<file path="config.mk">
export PLATFORM = sky130hd
export DESIGN_NAME = slice_serial_adder_ctrl
export DESIGN_NICKNAME = d
export VERILOG_FILES = /design/src/rtl/slice_serial_adder_ctrl_pkg.sv /design/src/rtl/slice_serial_adder_ctrl_rca_slice.sv /design/src/rtl/slice_serial_adder_ctrl.sv
export SDC_FILE = /design/constraint.sdc
export NUM_CORES = 1
export LEC_CHECK = 0
export CORE_MARGIN = 5
export CORE_UTILIZATION = 45
export DETAILED_ROUTE_END_ITERATION = 16
export PLACE_DENSITY = 0.69
export SETUP_SLACK_MARGIN = 0.3
export SLEW_MARGIN = 40
export SYNTH_ARGS = -nofsm -noshare
export SYNTH_HDL_FRONTEND = slang
export SYNTH_SLANG_ARGS = --single-unit
</file>
<file path="constraint.sdc">
create_clock -name clk -period 3.2 [get_ports clk]
set_input_delay 0.64 -clock clk [delete_from_list [all_inputs] [get_ports clk]]
set_output_delay 0.64 -clock clk [all_outputs]
set_load 0.05 [all_outputs]
</file>
<file path="src/rtl/slice_serial_adder_ctrl_pkg.sv">
// Shared types and defaults for the slice-serial adder controller.
package slice_serial_adder_ctrl_pkg;

    localparam int SLICE_W_DEF    = 4;
    localparam int NUM_SLICES_DEF = 4;

    typedef enum logic [1:0] {
        IDLE,
        RUN,
        DONE
    } state_t;

    function automatic int cnt_w(input int n);
        return (n > 1) ? $clog2(n) : 1;
    endfunction

    localparam int CNT_W_DEF = cnt_w(NUM_SLICES_DEF);

endpackage

</file>
<file path="src/rtl/slice_serial_adder_ctrl_rca_slice.sv">
// Narrow combinational ripple-carry slice.
// c_msb exposes the carry into the top bit for overflow detection.
module rca_slice #(
    parameter int W = 4
) (
    input  logic [W-1:0] x,
    input  logic [W-1:0] y,
    input  logic         ci,
    output logic [W-1:0] s,
    output logic         co,
    output logic         c_msb
);

    logic [W:0] c;

    always_comb begin
        c    = '0;
        s    = '0;
        c[0] = ci;
        for (int i = 0; i < W; i++) begin
            s[i]   = x[i] ^ y[i] ^ c[i];
            c[i+1] = (x[i] & y[i]) | (c[i] & (x[i] ^ y[i]));
        end
    end

    assign co    = c[W];
    assign c_msb = c[W-1];

endmodule

</file>
<file path="src/rtl/slice_serial_adder_ctrl.sv">
// Sequences one narrow adder slice over several cycles, LSB slice first,
// to add or subtract wide operands with a registered inter-slice carry.
module slice_serial_adder_ctrl
    import slice_serial_adder_ctrl_pkg::*;
#(
    parameter int SLICE_W    = SLICE_W_DEF,
    parameter int NUM_SLICES = NUM_SLICES_DEF,
    localparam int W         = SLICE_W * NUM_SLICES
) (
    input  logic         clk,
    input  logic         rst_n,
    input  logic         start,
    input  logic         sub,
    input  logic [W-1:0] a,
    input  logic [W-1:0] b,
    input  logic         cin,
    output logic         busy,
    output logic         done,
    output logic [W-1:0] sum,
    output logic         cout,
    output logic         ovf
);

    localparam int CW = cnt_w(NUM_SLICES);

    state_t             state;
    logic [W-1:0]       a_q;
    logic [W-1:0]       b_q;
    logic [W-1:0]       res;
    logic [W-1:0]       res_nxt;
    logic [CW-1:0]      cnt;
    logic               carry;
    logic [SLICE_W-1:0] s;
    logic               co;
    logic               c_msb;
    logic               last;

    rca_slice #(
        .W(SLICE_W)
    ) u_slice (
        .x    (a_q[SLICE_W-1:0]),
        .y    (b_q[SLICE_W-1:0]),
        .ci   (carry),
        .s    (s),
        .co   (co),
        .c_msb(c_msb)
    );

    assign last = (cnt == CW'(NUM_SLICES - 1));

    always_comb begin
        res_nxt = res;
        res_nxt[int'(cnt)*SLICE_W +: SLICE_W] = s;
    end

    always_ff @(posedge clk or negedge rst_n) begin
        if (!rst_n) begin
            state <= IDLE;
            a_q   <= '0;
            b_q   <= '0;
            res   <= '0;
            cnt   <= '0;
            carry <= 1'b0;
            busy  <= 1'b0;
            done  <= 1'b0;
            sum   <= '0;
            cout  <= 1'b0;
            ovf   <= 1'b0;
        end else begin
            done <= 1'b0;
            unique case (state)
                RUN: begin
                    res   <= res_nxt;
                    carry <= co;
                    a_q   <= a_q >> SLICE_W;
                    b_q   <= b_q >> SLICE_W;
                    cnt   <= cnt + 1'b1;
                    if (last) begin
                        sum   <= res_nxt;
                        cout  <= co;
                        ovf   <= co ^ c_msb;
                        done  <= 1'b1;
                        busy  <= 1'b0;
                        cnt   <= '0;
                        state <= DONE;
                    end
                end
                default: begin
                    if (start) begin
                        a_q   <= a;
                        b_q   <= sub ? ~b : b;
                        carry <= sub | cin;
                        cnt   <= '0;
                        busy  <= 1'b1;
                        state <= RUN;
                    end else begin
                        state <= IDLE;
                    end
                end
            endcase
        end
    end

endmodule
</file>
* Word level (Yosys, flattened, before mapping)
Cells that the tools add are included.
** Storage, ports and cells
- Bits in registers :: 73
- Latch bits :: 0
- Memory bits (writable) :: 0
- Memory bits (read-only) :: 0
- Input port bits :: 37
- Output and inout port bits :: 20
- Word-level logic and storage cells :: 63
- Memories :: 0
** Operators by class
- $add $sub $neg :: 2
- Multipliers :: 0
- Div/mod/pow operators :: 0
- Magnitude comparators :: 0
- Equal/unequal tests :: 3
- Shift operators :: 2
- Multiplexer cells :: 19
- Bitwise operators :: 23
- Reductions and logical operators :: 3
** Operators with widths (count)
- two-way mux 16 bit :: 5
- negator 4 -> 33 bit :: 1
- variable shift 4 x 33 -> 16 bit, first input constant :: 1
- indexed part select 4 x 33 -> 16 bit :: 1
- bitwise mux 16 bit :: 1
- NOT 16 bit :: 1
- two-way mux 2 bit :: 5
- XOR 1 bit :: 9
- AND 1 bit :: 8
- two-way mux 1 bit :: 8
- OR 1 bit :: 5
- AND reduction 2 bit :: 2
- adder 2 x 1 -> 2 bit, second input constant :: 1
- == test 2 x 1 -> 1 bit, second input constant :: 1
- == test 2 bit, second input constant :: 1
- != test 2 bit, second input constant :: 1
- nonzero test 2 bit :: 1

* Longest topological paths before layout
Gate-level depths: netlist of run 1.
- Depth in word-level cells :: 10
- Mapped depth :: 11

* Modules after synthesis
A second synthesis of run 1 with hierarchy kept.
** Second synthesis, totals
- Cell total of the unflattened synthesis :: 337
- Area, all modules :: 3570.9 µm²
** Modules (own cells, without submodules)
- slice_serial_adder_ctrl :: times used 1, cells an instance 325, area an instance 3460.8 µm²
- rca_slice :: times used 1, cells an instance 12, area an instance 110.1 µm²

* Worst setup path before layout of run 1
Ideal clock, no wire load.
- Path kind :: flip-flop to flip-flop
- Start :: reg a_q[0]
- End :: reg res[11]
- Setup time :: 0.122 ns
- Arrival time :: 2.242 ns
- Data required time :: 3.078 ns
- Setup slack :: 0.836 ns
- Stages on the path, launching flop included :: 11
- Buffers on the path :: 1
- Cells stage by stage :: dfrtp_1 -> inv_1 -> fa_1 -> inv_1 -> fa_1 -> inv_1 -> fa_1 -> inv_1 -> fa_1 -> buf_2 -> a32o_1
** On the way
- Longest elaborated chain between the ends :: 10
- Elaborated cells on any way between the ends :: 14
** RTL lines
- from (decl) :: RTL line slice_serial_adder_ctrl.sv:27 : logic [W-1:0] a_q;
- from (signal assigned) :: RTL line slice_serial_adder_ctrl.sv:75 : a_q <= a_q >> SLICE_W;
- XOR 1 bit :: RTL line slice_serial_adder_ctrl_rca_slice.sv:21, slice_serial_adder_ctrl_rca_slice.sv:22
- AND 1 bit :: RTL line slice_serial_adder_ctrl_rca_slice.sv:22 : c[i+1] = (x[i] & y[i]) | (c[i] & (x[i] ^ y[i]));
- OR 1 bit :: RTL line slice_serial_adder_ctrl_rca_slice.sv:22
- AND 1 bit :: RTL line slice_serial_adder_ctrl_rca_slice.sv:22
- OR 1 bit :: RTL line slice_serial_adder_ctrl_rca_slice.sv:22
- AND 1 bit :: RTL line slice_serial_adder_ctrl_rca_slice.sv:22
- OR 1 bit :: RTL line slice_serial_adder_ctrl_rca_slice.sv:22
- XOR 1 bit :: RTL line slice_serial_adder_ctrl_rca_slice.sv:21 : s[i] = x[i] ^ y[i] ^ c[i];
- indexed part select 4 x 33 -> 16 bit (*) :: RTL line slice_serial_adder_ctrl.sv:53 : res_nxt[int'(cnt)*SLICE_W +: SLICE_W] = s;
- bitwise mux 16 bit (*) :: RTL line slice_serial_adder_ctrl.sv:53
- to (signal assigned) :: RTL line slice_serial_adder_ctrl.sv:73 : res <= res_nxt;
- to (decl) :: RTL line slice_serial_adder_ctrl.sv:29 : logic [W-1:0] res;
Mark *: on every way between the ends. The rest lies on a longest branch, timed or not.
A chain may end at the register's enable or synchronous reset.

* Final worst setup path of run 1
- Start :: reg a_q[0]
- End :: reg sum[7]
** On the way
- Longest elaborated chain between the ends :: 10
- Elaborated cells on any way between the ends :: 14
** RTL lines
- XOR 1 bit :: RTL line slice_serial_adder_ctrl_rca_slice.sv:21, slice_serial_adder_ctrl_rca_slice.sv:22
- AND 1 bit :: RTL line slice_serial_adder_ctrl_rca_slice.sv:22
- OR 1 bit :: RTL line slice_serial_adder_ctrl_rca_slice.sv:22
- AND 1 bit :: RTL line slice_serial_adder_ctrl_rca_slice.sv:22
- OR 1 bit :: RTL line slice_serial_adder_ctrl_rca_slice.sv:22
- AND 1 bit :: RTL line slice_serial_adder_ctrl_rca_slice.sv:22
- OR 1 bit :: RTL line slice_serial_adder_ctrl_rca_slice.sv:22
- XOR 1 bit :: RTL line slice_serial_adder_ctrl_rca_slice.sv:21
- indexed part select 4 x 33 -> 16 bit (*) :: RTL line slice_serial_adder_ctrl.sv:53
- bitwise mux 16 bit (*) :: RTL line slice_serial_adder_ctrl.sv:53
- to (signal assigned) :: RTL line slice_serial_adder_ctrl.sv:79 : sum <= res_nxt;
- to (decl) :: RTL line slice_serial_adder_ctrl.sv:19 : output logic [W-1:0] sum,
Marked as above.

==> results.md, run 1 <==
* Max-Cap Viols at 0
* Syn nets at ~380
* Critical path depth at 10
* CP Launch Type: flip-flop
* Fmax achieved at 393 MHz
* # diodes at 0
* Design area at 4320 um2
* Residual DRC count at 0
* Worst setup EP type: flip-flop
* Fin cells at 485
* Placed Cells at ~470
* Lkg Pwr at 1.96 nW
* Sequential area share after synthesis at 50.5%
* Post-Synthesis Cells at ~330
* Clock skew at approximately 0.009 ns
* Worst Hold Class: in -> async
* Mapped Area at around 3600 um2
* Multi-input logic area at approximately 1600 um2
* Total track usage at 14.9%
* Max incr delay on CP at between 0.5 and 0.6 ns
* CTS root buf: clkbuf_8
* Routed WL per cell at 13.9 um
* Initial antenna violation count at 0
* Effective utilization at floorplan at 46.6%
* Routed Antenna Nets at 0
* Final hold slack at about 0.28 ns
* DR iter-0 viols at 58
* EDFF count, synth at 0
* Worst path bufs/invs at 4
* DR vias at 2439
* Htree depth at 3
* Routed WL at ~6.8 mm
* Max-slew violation count at 0
* Seq. cell area at 1830 um2
* Area Growth Syn to Fin at 19.5%
* Placed Area at 4140 um2
* Total grt overflow at 0
* CP delay by family, top: adder cells
* Final Power at approximately 4.2 mW
* Setup ws final at 0.653 ns
* Leading cell type in the layout, fill and taps excluded: dfrtp_1
* Worst path slowest cell: fa_1
* Share of cells above drive strength 1 at 7.05%
* Top sig layer: met4
* Reg2reg path depth at 10
* Final GP Congestion at slightly below 0.8
* Final net count at roughly 430
* DP HPWL at 4.71 mm
* Die Ht at 99.7 um
* WP data required at 3.42 ns
* Setup TNS at 0 ns
* Worst-Skew Late Latency at 0.34 ns
* Critical path arrival at between 2 and 3 ns
* Pre-CTS WS at 0.669 ns
* First-pass GRT wire length at 11.9 mm
* Die area at between 9000 and 10000 um2
* CTS tree: done
* Postcts setup bufs at 0
* Period utilization at 79.6%
* Setup Viol. Count Final at 0
* I/O pins at 57
* Worst Max-Slew Pin Slew at 0.658 ns
* Peak VDD IR at 0.372 mV
* Mean post-synth cell area at 10.9 um2
* Filler instances at 693
* Status: finished clean
* Most frequent cells in the layout: 73 x dfrtp_1, 53 x clkdlybuf4s50_1, 30 x nor2_1
* Post-CTS Resized at 0
* Clk sink count at 73
* CTS Hold Bufs at 0
* Post-synth ARST share at 100%
* Synth Register Bits at 73
* Final design utilization at 55.7%
* Die width at around 100 um
* Clock buffer depth at 2
* Drt pass-1 iters at 4
* M1 WL at 3.04 mm
* Cts bufs inserted at 9
* Port Buffers at 56
* Met3 wire len at 408 um
* Min cycle time layout at 2.55 ns
* Critical path, cell by cell: inv_1 -> fa_1 -> inv_1 -> fa_1 -> inv_1 -> fa_1 -> inv_1 -> fa_1 -> a21oi_1 -> a21oi_1
* Ys flop type: dfrtp_1
* Crit path kind: reg -> reg
* Yosys warning count at 0
* Largest net degree at the start of global routing at 74
* Clk slew on worst S/H paths at 0.07 ns
* Synth cell types at 32
* Rows at 32
* Max-slew headroom at 56.1%
* Unrepaired setup endpoints after global routing: false
* Via density per instance at 5.03
* Final hold vios at 0
* Pwr dens at around 980 nW/um2
* Vias in the first global route at 2467
* Core area at 7770 um2
* Met2 routed WL at around 3.1 mm
* Critical Path Fanout Max at 8
-- path summary, 6_finish.rpt --
path	startpoint	slack [ns]	to
setup / recovery	a_q[0]	0.65	sum[7]
hold / removal	rst_n	0.28	sum[4]
setup reg to reg	a_q[0]	0.65	sum[7]
hold reg to reg	res[11]	0.48	res[11]
max in group asynchronous	rst_n	2.43	b_q[2]
min in group clk	res[11]	0.48	res[11]
-- logic make-up (layout without fill, tap and decap cells) --
group                      after synthesis  count (layout)  synth area share [%]
adders and majority gates               10              10                  4.29
and+or+nand+nor                         92              92                  13.0
DFF                                     73              73                  50.5
muxes                                   30              30                  8.58
AOI/OAI and AO/OA                       74              74                  13.0
xor gates and xnor gates                17              17                  4.11
buffers and inverters                   35              87                  6.57
-- flip-flops by register name, indices dropped and copies added (netlist names) --
name and count:
a_q 16, b_q 16, res 16, sum 16, cnt 2, state 2
busy 1, carry 1, cout 1, done 1, ovf 1
-- power breakdown --
part | switching, mW | leakage (nW) | internal [mW]
Clock | 0.312 | 0.0974 | 0.380
Sequential | 0.215 | 0.943 | 1.29
Combinational | 1.27 | 0.917 | 0.777
-- final cells by class --
| cell class | instances | share of cell area, % |
|---|---|---|
| multi-input cells | 223 | 35.9 |
| clock inverters | 3 | 0.926 |
| well taps | 102 | 2.95 |
| inverters | 10 | 0.868 |
| clock buffers | 13 | 3.44 |
| repair buffers | 61 | 13.6 |
| flip-flops and latches | 73 | 42.2 |
-- cell usage after synthesis, types with 8 or more instances --
library cell | number | area, um2
inv_1 | 10 | 37.5
buf_6 | 8 | 90.1
mux2i_1 | 28 | 280
a31oi_1 | 8 | 50.1
dfrtp_1 | 73 | 1830
xor2_1 | 12 | 105
a32o_1 | 8 | 80.1
a22o_1 | 9 | 78.8
nand2b_1 | 17 | 106
nor2_1 | 30 | 113
o21ai_0 | 26 | 130
nand2_1 | 29 | 109
buf_2 | 10 | 50.1
a21oi_1 | 17 | 85.1
-- per-layer routing --
layer | GRT usage (%) | vias up
met5 | 0 | -
met4 | 5.88 | 0
met3 | 4.70 | 15
met2 | 23.3 | 59
met1 | 19.3 | 1141
li1 | - | 1224
(Power assumes the default switching activity.)
==> inputs of run 2 (changes only) <==
PLACE_DENSITY = 0.71   (was 0.69)
clock period = 2.3 ns   (was 3.2 ns; I/O delays follow)
==> results.md, run 2 (synthesized netlist as in run 1, its figures left out) <==
* Worst path bufs/invs at 4 (unchanged)
* RR Endpoint: res[3]
* Fmax achieved at 418 MHz (+6.5%)
* Final net count at 430 (+1.2%)
* Min cycle time layout at 2.39 ns (-0.156 ns)
* Die width at 99.7 um (unchanged)
* Worst Setup SP: a_q[0]
* Routed WL per cell at 14.1 um (+1.3%)
* Routed Antenna Nets at 0 (unchanged)
* Critical Path Fanout Max at 8 (unchanged)
* Total grt overflow at 0 (unchanged)
* Core area at 7770 um2 (unchanged)
* DR iter-0 viols at 71 (+22%)
* Pwr dens at 1370 nW/um2 (+40%)
* Internal reg-to-reg setup slack at -0.09 ns (-0.74 ns)
* First-pass GRT wire length at 12.0 mm (+0.75%)
* GR met3 Demand/Resource at 4.98% (+0.28 points)
* Worst Max-Slew Pin Slew at 0.519 ns (-0.139 ns)
* Critical path, cell by cell: inv_2 -> fa_2 -> inv_2 -> fa_2 -> inv_2 -> fa_2 -> inv_2 -> fa_2 -> a32o_1
* Status: finished, violations left
* Worst Hold Class: in -> async
* Max-slew headroom at 65.4% (+9.2 points)
* Rows at 32 (unchanged)
* Port Buffers at 56 (unchanged)
* Most frequent cells in the layout: 73 x dfrtp_1, 38 x clkdlybuf4s50_1, 29 x nor2_1
* Routed WL at 6.89 mm (+2.1%)
* Failing checks: negative setup slack
* Drt pass-1 iters at 4 (unchanged)
* Crit path kind: reg -> reg
* Cts bufs inserted at 9 (unchanged)
* Lkg Pwr at 2.14 nW (+9.4%)
* I/O pins at 57 (unchanged)
* Vias in the first global route at 2501 (+1.4%)
* Setup TNS at -0.480 ns (-0.480 ns)
* Worst setup EP type: flip-flop
* Die Ht at 99.7 um (unchanged)
* CP delay by family, top: adder cells
* Final GP Congestion at 0.823 (+4.2%)
* Final hold vios at 0 (unchanged)
* Share of cells above drive strength 1 at 11.6% (+4.6 points)
* DP HPWL at 4.81 mm (+2.2%)
* Clk slew on worst S/H paths at 0.07 ns (about the same)
* Peak VDD IR at 0.624 mV (+68%)
* Setup ws final at -0.0913 ns (-0.744 ns)
* Max-Cap Viols at 0 (unchanged)
* Htree depth at 3 (unchanged)
* CP Launch Type: flip-flop
* Max-slew violation count at 0 (unchanged)
* Worst-Skew Late Latency at 0.34 ns (about the same)
* Effective utilization at floorplan at 46.6% (unchanged)
* Initial antenna violation count at 0 (unchanged)
* Clock skew at 0.00700 ns (-0.00209 ns)
* Grt peak-use layer: met2
* Period utilization at 104% (+24 points)
* Worst r2r src: a_q[0]
* DR vias at 2521 (+3.4%)
* Unrepaired setup endpoints after global routing: true
* CTS tree: done
* # diodes at 0 (unchanged)
* WP data required at 2.52 ns (-0.90 ns)
* Worst path slowest cell: fa_2
* Reg2reg path depth at 9 (-1)
* Via density per instance at 5.16 (+2.5%)
* Clk sink count at 73 (unchanged)
* Final design utilization at 57.5% (+1.8 points)
* Critical path arrival at 2.62 ns (-0.14 ns)
* Clock buffer depth at 2 (unchanged)
* Total track usage at 15.1% (+0.23 points)
* Largest net degree at the start of global routing at 60 (-19%)
* Met1 GRT Util at 20.3% (+1.0 points)
* Setup Viol. Count Final at 8 (+8)
* Die area at 9930 um2 (unchanged)
* Leading cell type in the layout, fill and taps excluded: dfrtp_1
* Met2 GRT Util at 23.3% (unchanged)
* Residual DRC count at 0 (unchanged)
* CTS root buf: clkbuf_8
* Final Power at 6.12 mW (+44%)
* Area Growth Syn to Fin at 23.3%
* Max incr delay on CP at 0.53 ns (-0.02 ns)
[run 2: worst max path at each step]
stage	end	slack, ns	cells past startpoint
2_1_floorplan	res[3]	0.02	10
3_3_place_gp	res[7]	-0.06	9
3_5_place_dp	sum[11]	-0.12	10
4_1_cts	sum[3]	-0.08	10
5_1_grt	sum[15]	-0.18	10
6_report	res[3]	-0.09	9
[run 2: area by class of cell]
| class | instances | area (um2) |
|---|---|---|
| clock inverters | 2 | 37.5 |
| repair buffers | 66 | 689 |
| fillers | 709 | 3300 |
| clock buffers | 13 | 159 |
| flip-flops and latches | 73 | 1830 |
| multi-input cells | 223 | 1590 |
| well taps | 102 | 128 |
| inverters | 10 | 37.5 |
[run 2: stage by stage]
step           worst slack, ns  std cells  hold WS [ns]  area, um2
2_1_floorplan           0.0222        331         0.164       3630
3_3_place_gp           -0.0574        473         0.420       4200
3_5_place_dp            -0.125        473         0.431       4200
4_1_cts                -0.0780        489        0.0569       4420
5_1_grt                 -0.183        489        0.0561       4460
6_report               -0.0913        489        0.0584       4460
[run 2: repair_timing]
action | CTS | global route
endpoints found under the hold margin | 0 | 0
hold buffers | 0 | 0
buffers inserted | 1 | 0
pin swaps | 3 | 3
cloned | 0 | 0
gates resized for setup | 8 | 18
setup endpoints to repair | 16 | 34
[run 2: report_power, final]
part / leakage (nW) / internal, mW / total, mW / switching [mW]
clock: 0.0957 / 0.556 / 0.997 / 0.441
sequential: 0.943 / 1.80 / 2.09 / 0.293
combinational: 1.10 / 1.18 / 3.03 / 1.85
total: 2.14 / 3.53 / 6.12 / 2.58
[run 2: layer usage]
| layer | share of wire, % | up-vias |
|---|---|---|
| met5 | 0 | - |
| met4 | 1.1 | 0 |
| met3 | 5.6 | 8 |
| met2 | 47 | 61 |
| met1 | 46 | 1216 |
| li1 | - | 1236 |
==> inputs of run 3 (changes only) <==
DONT_BUFFER_PORTS = 1   (was unset)
PLACE_DENSITY = unset   (was 0.71)
==> results.md, run 3 (synthesized netlist as in run 1, its figures left out) <==
* Seq. cell area at 1830 um2 (unchanged)
* Core area at 7770 um2 (unchanged)
* Multi-input logic area at 1580 um2 (-0.47%)
* Setup ws final at -0.0596 ns (+0.0316 ns)
* Vias in the first global route at 2383 (-4.7%)
* Cts bufs inserted at 9 (unchanged)
* Routed WL per cell at 16.0 um (+14%)
* Die width at 99.7 um (unchanged)
* Final hold vios at 73 (+73)
* Peak VDD IR at 0.634 mV (+1.5%)
* # diodes at 0 (unchanged)
* Residual DRC count at 0 (unchanged)
* Largest net degree at the start of global routing at 74 (+23%)
* Net Switching at 2.53 mW (-2.2%)
* Initial antenna violation count at 0 (unchanged)
* Critical Path Fanout Max at 8 (unchanged)
* Critical path arrival at 2.58 ns (-0.04 ns)
* DR vias at 2268 (-10%)
* Most frequent cells in the layout: 73 x dfrtp_1, 29 x nand2_1, 29 x nor2_1
* Sw frac at 42.2% (about the same)
* Failing checks: negative hold slack, negative setup slack
* Total track usage at 14.9% (-0.22 points)
* Combinational Power Share at 34.1% (-15 points)
* Routed WL at 6.97 mm (+1.1%)
* Status: finished, violations left
* Period utilization at 103% (-1.4 points)
* Lkg Pwr at 1.79 nW (-17%)
* I/O pins at 57 (unchanged)
* Max-slew violation count at 0 (unchanged)
* Area Growth Syn to Fin at 8.13%
* Share of cells above drive strength 1 at 13.2% (+1.6 points)
* CP Launch Type: flip-flop
* WP data required at 2.52 ns (about the same)
* Total grt overflow at 0 (unchanged)
* DR iter-0 viols at 49 (-31%)
* Final net count at 375 (-13%)
* Int Power at 3.46 mW (-2.1%)
* Min cycle time layout at 2.36 ns (-0.0316 ns)
* Die area at 9930 um2 (unchanged)
* DP HPWL at 4.72 mm (-1.8%)
* Clock buffer depth at 2 (unchanged)
* CTS root buf: clkbuf_8
* Max-slew headroom at 66.1% (+0.69 points)
* Clk pwr share at 20.3% (+4.0 points)
* Rows at 32 (unchanged)
* Final GP Congestion at 0.757 (-8.0%)
* Clock skew at 0.0105 ns (+0.00352 ns)
* Leading cell type in the layout, fill and taps excluded: dfrtp_1
* Clk slew on worst S/H paths at 0.08 ns (about the same)
* Fmax achieved at 424 MHz (+1.3%)
* Worst Max-Slew Pin Slew at 0.509 ns (-0.00956 ns)
* Worst-Skew Late Latency at 0.34 ns (about the same)
* Final design utilization at 50.4% (-7.1 points)
* Port Buffers at 0 (-100%)
* Clk sink count at 73 (unchanged)
* Via density per instance at 5.21 (+1.1%)
* Setup TNS at -0.308 ns (+0.172 ns)
* Final hold slack at -0.198 ns (-0.256 ns)
* Htree depth at 3 (unchanged)
* Unrepaired setup endpoints after global routing: true
* Filler instances at 742 (+4.7%)
* CTS tree: done
* Pwr dens at 1530 nW/um2 (+12%)
* Die Ht at 99.7 um (unchanged)
* Sequential share of power at 45.6% (+11 points)
* Routed Antenna Nets at 0 (unchanged)
* Max-Cap Viols at 0 (unchanged)
* First-pass GRT wire length at 11.7 mm (-2.3%)
* Crit path kind: reg -> reg
* Worst setup EP type: flip-flop
* Setup Viol. Count Final at 8 (unchanged)
* Final Power at 5.98 mW (-2.2%)
* Worst Hold Class: in -> async
* Effective utilization at floorplan at 46.6% (unchanged)
* Drt pass-1 iters at 4 (unchanged)
## run 3: cell count changes in the layout (fill, tap and decap cells not counted), sizes merged
cell / change
buf: -1
bufinv: +2
clkbuf: -2
clkdlybuf4s50: -38
clkinv: +1
dlygate4sd2: -1
dlymetal6s2s: -15
## run 3: path summary, 6_finish.rpt
| check | to | slack (ns) | startpoint | cells past startpoint |
|---|---|---|---|---|
| max | res[11] | -0.06 | b_q[0] | 9 |
| min | sum[1] | -0.20 | rst_n | 0 |
| max reg2reg | res[11] | -0.06 | b_q[0] | 9 |
| min reg2reg | b_q[2] | 0.48 | b_q[6] | 2 |
| max in group asynchronous | res[11] | 2.38 | rst_n | 0 |
| min in group clk | b_q[15] | 0.21 | start | 1 |
## run 3: critical path: stages, from the launching register on
cell and delay (ns):
dfrtp_1 0.36, inv_1 0.07, fa_2 0.35, inv_2 0.06, fa_2 0.18, inv_2 0.04
fa_2 0.34, inv_2 0.07, fa_2 0.53, a32o_1 0.26
## run 3: layout make-up
cell class	count	share of cell area, %
clock buffers	11	3.61
well taps	102	3.26
inverters	10	0.959
multi-input cells	223	40.3
repair buffers	11	2.53
clock inverters	5	2.62
flip-flops and latches	73	46.7
## run 3: per-stage QoR
stage	cell area (um2)	setup WS, ns	std cells	hold slack, ns
6_report	3910	-0.0596	435	-0.198
5_1_grt	3910	-0.148	435	-0.233
4_1_cts	3880	-0.0441	433	-0.220
3_5_place_dp	3620	-0.0955	415	0.166
3_3_place_gp	3620	-0.0736	415	0.167
2_1_floorplan	3630	0.0222	331	0.164
## run 3: routing by layer
layer  track usage [%]  part of all wire [%]
met5                 0                     0
met4              5.67                   2.0
met3              5.89                   6.1
met2              24.0                    47
met1              18.0                    45
## run 3: what timing repair did
action | CTS | global route
pin swaps | 4 | 3
gates resized for setup | 3 | 4
endpoints found under the hold margin | 73 | 73
endpoints found under the setup margin | 19 | 19
setup buffers | 2 | 2
gates cloned | 0 | 0
## run 3: power groups by stage
stage	registers, mW	clock network, mW	logic, mW
after floorplan	2.66	0	1.65
after global placement	2.75	0	1.92
after detailed placement	2.77	0	1.97
after CTS	2.75	1.25	2.01
after global routing	2.81	1.30	2.29
final	2.73	1.21	2.04
